## src/rtl/datapath_pkg.sv

```systemverilog
`default_nettype none
// datapath_pkg: shared encodings, status bit positions and pipeline control structs
// for datapath_pipe.
package datapath_pkg;

  typedef enum logic [1:0] {
    ALU_ADD = 2'b00,
    ALU_SUB = 2'b01,
    ALU_AND = 2'b10,
    ALU_NOT = 2'b11
  } alu_op_e;

  typedef enum logic [1:0] {
    SH_NONE = 2'b00,
    SH_LSL  = 2'b01,
    SH_LSR  = 2'b10,
    SH_ASR  = 2'b11
  } shift_e;

  typedef enum logic [1:0] {
    VS_C     = 2'b00,
    VS_PC    = 2'b01,
    VS_IMM8  = 2'b10,
    VS_MDATA = 2'b11
  } vsel_e;

  localparam int Z_BIT = 2;
  localparam int N_BIT = 1;
  localparam int V_BIT = 0;

  // Width-independent control; the top module wraps these with its data fields.
  typedef struct packed {
    shift_e  shift;
    alu_op_e alu_op;
    logic    set_status;
  } ex_ctrl_t;

  typedef struct packed {
    vsel_e vsel;
    logic  wb_en;
  } wb_ctrl_t;

endpackage
`default_nettype wire

```

## src/rtl/datapath_pipe_regfile.sv

```systemverilog
`default_nettype none
// regfile_p: NREGS x WIDTH register file, two asynchronous read ports,
// one synchronous write port, asynchronous clear.
module regfile_p #(
  parameter int WIDTH = 16,
  parameter int NREGS = 8,
  localparam int RW   = $clog2(NREGS)
) (
  input  logic             clk,
  input  logic             reset,
  input  logic [RW-1:0]    ra_addr,
  input  logic [RW-1:0]    rb_addr,
  output logic [WIDTH-1:0] ra_data,
  output logic [WIDTH-1:0] rb_data,
  input  logic             we,
  input  logic [RW-1:0]    waddr,
  input  logic [WIDTH-1:0] wdata
);

  logic [WIDTH-1:0] regs [NREGS];

  always_ff @(posedge clk or posedge reset) begin
    if (reset) begin
      regs <= '{default: '0};
    end else if (we) begin
      regs[waddr] <= wdata;
    end
  end

  assign ra_data = regs[ra_addr];
  assign rb_data = regs[rb_addr];

endmodule
`default_nettype wire

```

## src/rtl/datapath_pipe.sv

```systemverilog
`default_nettype none
// datapath_pipe: read / execute / writeback pipeline with register-hazard interlock.
// Define DATAPATH_FORWARD_EN to bypass the S2 writeback value into operand read.
module datapath_pipe
  import datapath_pkg::*;
#(
  parameter int WIDTH = 16,
  parameter int NREGS = 8,
  parameter int PCW   = 9,
  localparam int RW   = $clog2(NREGS)
) (
  input  logic             clk,
  input  logic             reset,
  input  logic             in_valid,
  output logic             in_ready,
  input  logic [RW-1:0]    rs_a,
  input  logic [RW-1:0]    rs_b,
  input  logic [RW-1:0]    rd,
  input  logic [1:0]       shift,
  input  logic [1:0]       alu_op,
  input  logic             asel,
  input  logic             bsel,
  input  logic [1:0]       vsel,
  input  logic             wb_en,
  input  logic             set_status,
  input  logic [WIDTH-1:0] sximm5,
  input  logic [WIDTH-1:0] sximm8,
  input  logic [PCW-1:0]   pc,
  input  logic [WIDTH-1:0] mdata,
  output logic             out_valid,
  output logic [WIDTH-1:0] C,
  output logic [2:0]       status
);

  typedef struct packed {
    logic             valid;
    ex_ctrl_t         ex;
    wb_ctrl_t         wb;
    logic [RW-1:0]    rd;
    logic [WIDTH-1:0] a;
    logic [WIDTH-1:0] b;
    logic [WIDTH-1:0] imm8;
    logic [PCW-1:0]   pc;
  } s1_t;

  typedef struct packed {
    logic             valid;
    wb_ctrl_t         wb;
    logic [RW-1:0]    rd;
    logic [WIDTH-1:0] imm8;
    logic [PCW-1:0]   pc;
  } s2_t;

  s1_t s1;
  s2_t s2;

  logic [WIDTH-1:0] rf_a, rf_b, wb_data, op_a, op_b, b_sh, result;
  logic             ovf, use_a, use_b, s1_hit, wb_fire, accept;

  assign wb_fire = s2.valid && s2.wb.wb_en;
  assign accept  = in_valid && in_ready;

  always_comb begin
    case (s2.wb.vsel)
      VS_C:    wb_data = C;
      VS_PC:   wb_data = {{(WIDTH-PCW){1'b0}}, s2.pc};
      VS_IMM8: wb_data = s2.imm8;
      default: wb_data = mdata;
    endcase
  end

  regfile_p #(.WIDTH(WIDTH), .NREGS(NREGS)) u_rf (
    .clk     (clk),
    .reset   (reset),
    .ra_addr (rs_a),
    .rb_addr (rs_b),
    .ra_data (rf_a),
    .rb_data (rf_b),
    .we      (wb_fire),
    .waddr   (s2.rd),
    .wdata   (wb_data)
  );

  assign use_a  = !asel;
  assign use_b  = !bsel;
  assign s1_hit = s1.valid && s1.wb.wb_en &&
                  ((use_a && rs_a == s1.rd) || (use_b && rs_b == s1.rd));

`ifdef DATAPATH_FORWARD_EN
  logic fwd_a, fwd_b;
  // The S2 writer commits on the same edge the dependent instruction is accepted.
  assign fwd_a    = wb_fire && rs_a == s2.rd;
  assign fwd_b    = wb_fire && rs_b == s2.rd;
  assign in_ready = !s1_hit;
  assign op_a     = asel ? '0 : (fwd_a ? wb_data : rf_a);
  assign op_b     = bsel ? sximm5 : (fwd_b ? wb_data : rf_b);
`else
  logic s2_hit;
  assign s2_hit   = wb_fire && ((use_a && rs_a == s2.rd) || (use_b && rs_b == s2.rd));
  assign in_ready = !(s1_hit || s2_hit);
  assign op_a     = asel ? '0 : rf_a;
  assign op_b     = bsel ? sximm5 : rf_b;
`endif

  always_comb begin
    case (s1.ex.shift)
      SH_LSL:  b_sh = {s1.b[WIDTH-2:0], 1'b0};
      SH_LSR:  b_sh = {1'b0, s1.b[WIDTH-1:1]};
      SH_ASR:  b_sh = {s1.b[WIDTH-1], s1.b[WIDTH-1:1]};
      default: b_sh = s1.b;
    endcase
    result = '0;
    ovf    = 1'b0;
    case (s1.ex.alu_op)
      ALU_ADD: begin
        result = s1.a + b_sh;
        ovf    = (s1.a[WIDTH-1] == b_sh[WIDTH-1]) && (result[WIDTH-1] != s1.a[WIDTH-1]);
      end
      ALU_SUB: begin
        result = s1.a - b_sh;
        ovf    = (s1.a[WIDTH-1] != b_sh[WIDTH-1]) && (result[WIDTH-1] != s1.a[WIDTH-1]);
      end
      ALU_AND: result = s1.a & b_sh;
      default: result = ~b_sh;
    endcase
  end

  always_ff @(posedge clk or posedge reset) begin
    if (reset) begin
      s1     <= '0;
      s2     <= '0;
      C      <= '0;
      status <= '0;
    end else begin
      s1.valid <= accept;
      if (accept) begin
        s1.ex.shift      <= shift_e'(shift);
        s1.ex.alu_op     <= alu_op_e'(alu_op);
        s1.ex.set_status <= set_status;
        s1.wb.vsel       <= vsel_e'(vsel);
        s1.wb.wb_en      <= wb_en;
        s1.rd            <= rd;
        s1.a             <= op_a;
        s1.b             <= op_b;
        s1.imm8          <= sximm8;
        s1.pc            <= pc;
      end
      // Bubbles leave C, status and the S2 payload untouched.
      s2.valid <= s1.valid;
      if (s1.valid) begin
        C       <= result;
        s2.wb   <= s1.wb;
        s2.rd   <= s1.rd;
        s2.imm8 <= s1.imm8;
        s2.pc   <= s1.pc;
        if (s1.ex.set_status) begin
          status[Z_BIT] <= (result == '0);
          status[N_BIT] <= result[WIDTH-1];
          status[V_BIT] <= ovf;
        end
      end
    end
  end

  assign out_valid = s2.valid;

endmodule
`default_nettype wire

```

## config.mk

```make
export PLATFORM = sky130hd
export DESIGN_NAME = datapath_pipe
export DESIGN_NICKNAME = d
export VERILOG_FILES = /design/src/rtl/datapath_pkg.sv /design/src/rtl/datapath_pipe_regfile.sv /design/src/rtl/datapath_pipe.sv
export SDC_FILE = /design/constraint.sdc
export NUM_CORES = 1
export LEC_CHECK = 0
export ABC_AREA = 1
export CAP_MARGIN = 20
export CORE_AREA = 2 2 176 221
export CTS_CLUSTER_SIZE = 14
export DETAILED_ROUTE_END_ITERATION = 16
export DIE_AREA = 0 0 178 223
export HOLD_SLACK_MARGIN = 0.02
export PLACE_DENSITY = 0.67
export SETUP_SLACK_MARGIN = 0.3
export SLEW_MARGIN = 40
export SYNTH_ARGS = -nofsm -noshare
export SYNTH_HDL_FRONTEND = slang
export SYNTH_SLANG_ARGS = --single-unit
```

## constraint.sdc

```tcl
create_clock -name clk -period 8.7 [get_ports clk]
set_input_delay 0.87 -clock clk [delete_from_list [all_inputs] [get_ports clk]]
set_output_delay 0.87 -clock clk [all_outputs]
set_load 0.02 [all_outputs]
```

==> results.md <==
* Hold Slack at 481 ps
* Leakage power at 0.00826 uW
* Dominant cell type by area after synthesis: dfrtp_1
* FFs w/ async S/R, synth at 1.00
* Syn-to-layout area delta at 14.7%
* Comb pwr share at 0.390
* Critical path fanouts, max at 85
* IO buf count at 99
* Slew @ Worst Pin at 876 ps
* Top Ports at 100
* Clock latency on the worst-skew pair at 560 ps
* Outcome: complete, no violations
* Startpoint Class: input port
* Via count at 14,189
* Routability cong. at 0.931
* DRC violations left at 0
* RSZ-0062 raised after global routing: false
* Clock skew at 24.0 ps
* # fillers at 3,828
* Number of global-route vias before repair at 13,408
* Remaining global-route overflow at 0
* Critical Path RT at 7830 ps
* Routed WL at 49.2 mm
* Die width at 178 um
* Hold path start: s1[13]
* Seq/Total Area, Yosys at 0.419
* Reg2reg start: s1[67]
* Distinct cells, synth at 47
* Diodes inserted at 0
* Post-CTS resize count at 0
* Via/cell ratio at 5.33
* Initial core utilization at 0.392
* GRT Total Usage at 0.247
* CP Capture Type: output pin
* Dpl hpwl at 35.6 mm
* Slew HR at 0.414
* CTS tree: built
* Share of the synthesized area in the top cell type at 0.419
* # clock sinks at 248
* FF+latch count, synth at 248
* Sw Ratio at 0.418
* Most frequent cells in the layout: nand2_1, o21ai_0, dfrtp_1
* Most common cell after layout, fill and taps aside: nand2_1
* Critical Path AT at 3990 ps
* Largest net degree at the start of global routing at 87
* # hold bufs at CTS at 0
* Crit-path max cell delay at 810 ps
* WS Path Type: in -> out
* Fin. Hold Viols at 0
* Syn Area/Cell at 7.01 sq um
* Clk pin slew, worst setup/hold paths at 60 ps
* Worst hold path depth at 2
* H-Tree Depth at 1
* Flop-to-flop setup slack at 4990 ps
* 1st-iter DRT viols at 1,521
* Ys Warns at 0
* Sequential power share at 0.378
* EDFF count, synth at 0
* Post-Syn Instances at 2,111
* Fin crit share at 0.559
* Maximum clock insertion buffer count at 3
* Die footprint at 39,700 sq um
* Synth Flop Type: dfrtp_1
* Placeable core area at 37,700 sq um
* Sw Pwr at 2060 uW
* Postcts setup bufs at 0
* Synth top area cells: dfrtp_1, nand2_1, o21ai_0
* R2R depth at 18
* Max Slew Vio Count at 0
* TNS Setup at 0 ps
* DRT antenna net count at 0
* CP top delay family: buffers and inverters
* Root Buffer: clkbuf_16
* Netlist Area Pre-Place at 14,800 sq um
* Fmax at 206 MHz
* Min cycle time layout at 4860 ps
* Layout cells sized above 1 at 0.0511
* Antenna violations before repair at 0
* Part of the power in the clock network at 0.232
* Overall die height at 223 um
* Worst path cell trace: buf_2 -> buf_4 -> clkinv_2 -> o22ai_1 -> a211oi_2 -> o2bb2ai_1 -> nand3_1 -> nand2_1 -> inv_1 -> clkdlybuf4s50_1
* Synth Net Count at 2,227
* Drt pass-1 iters at 6
* # nets final at 2,267
* Worst hold endpoint: s1[13]
* Wirelength per Cell at 18.5 um
* Maximum vdd drop at 0.171 mV
* Setup violators final at 0
* FP Rows at 80
* PD cells at 290 nW/um^2
* CTS buffer count at 26
* Hold WC Path Type: reg -> reg
* P_int at 2870 uW
* Slowest CP cell: clkinv_2
* Max Cap Viol at 0
* CP Buf/Inv Count at 5
* First-pass GRT wire length at 76.2 mm
* R2r endpoint: status[2]
[cell type report]
cell class                      count  area (sq um)  area share
Tap cell                          492           616      0.0363
Clock buffer                       34           731      0.0430
Sequential cell                   248          6210       0.366
Clock inverter                     14           140     0.00825
Multi-Input combinational cell   1514          7190       0.424
Timing Repair Buffer              126          1200      0.0705
Inverter                          235           893      0.0526
[stage by stage]
| stage | util | cell area [sq um] | std cells | setup WS [ps] | total power [uW] |
|---|---|---|---|---|---|
| finish | 0.450 | 17000 | 2663 | 3840 | 4930 |
| global route | 0.450 | 17000 | 2663 | 3630 | 5270 |
| detailed placement | 0.427 | 16100 | 2615 | 4250 | 3780 |
| CTS | 0.450 | 17000 | 2663 | 4230 | 4930 |
| global placement | 0.424 | 16000 | 2607 | 4240 | 3710 |
| floorplan | - | 14800 | 2111 | 1020 | 3070 |
[per-layer routing]
layer  track usage  share of wire  vias up
li1              -              -     6920
met1         0.336           0.43     6728
met2         0.409           0.48      446
met3        0.0191          0.050       95
met4        0.0952          0.044        0
met5             0              0        -
[cell usage after synthesis, types with 2 or more instances]
| cell | instances |
|---|---|
| a21oi_1 | 122 |
| buf_6 | 6 |
| nor2_2 | 6 |
| a21oi_2 | 2 |
| buf_1 | 7 |
| a31o_2 | 5 |
| buf_2 | 36 |
| o21bai_1 | 3 |
| o21ai_0 | 336 |
| nand4_1 | 17 |
| nand3_1 | 123 |
| nor2_4 | 2 |
| fa_1 | 2 |
| dfrtp_1 | 248 |
| o21ai_1 | 6 |
| a22oi_1 | 2 |
| o221ai_1 | 8 |
| o21a_1 | 2 |
| nor2_1 | 89 |
| buf_4 | 3 |
| a221oi_1 | 10 |
| xor2_1 | 4 |
| o22ai_1 | 6 |
| nand2_1 | 691 |
| nor3_1 | 3 |
| ha_1 | 35 |
| a311oi_1 | 2 |
| nand2_2 | 6 |
| and2_1 | 2 |
| o211ai_1 | 17 |
| inv_2 | 4 |
| clkbuf_1 | 61 |
| inv_1 | 231 |
[state kept, by name, summed over array words and instances (netlist names)]
name / count
s1: 69
C: 16
s2: 31
status: 3
u_rf.regs: 128
out_valid: 1
[power groups by stage]
stage	Combinational, uW	Sequential (uW)	Clock, uW
floorplan	1250	1810	0
finish	1920	1870	1140
CTS	1920	1860	1160
global placement	1850	1860	0
detailed placement	1910	1870	0
global route	2160	1910	1200
[worst register-to-register path: stages, from the launching register on]
cell and delay, ps:
dfrtp_1 570, nor2_2 490, inv_1 170, or2_2 300, o221ai_1 130, inv_1 110
ha_1 410, nand2_1 140, nor2_1 190, nand4_1 180, nand3_1 110, nand2_1 50
nand3_1 80, nand3_1 130, nand2_1 210, nand3_1 110, nor2_1 130, nand2_1 90
nand2_1 60
[worst max-delay path by stage]
| stage | slack [ps] | endpoint | from | cells past startpoint |
|---|---|---|---|---|
| 6_report | 3840 | in_ready | rs_b[0] | 10 |
| 5_1_grt | 3630 | in_ready | rs_b[0] | 10 |
| 4_1_cts | 4230 | in_ready | rs_b[0] | 10 |
| 3_5_place_dp | 4250 | in_ready | rs_b[0] | 10 |
| 3_3_place_gp | 4240 | in_ready | rs_b[0] | 10 |
| 2_1_floorplan | 1020 | C[0] | reset | 1 |
[cell families after synthesis]
logic type                 after synthesis  share of synthesized area
AOI/OAI and AO/OA                      529                      0.193
xor gates and xnor gates                 5                    0.00296
adders and majority gates               37                     0.0323
buffers and inverters                  349                     0.0955
DFF                                    248                      0.419
muxes                                    1                   0.000761
and+or+nand+nor                        942                      0.257
(Power assumes the default switching activity.)
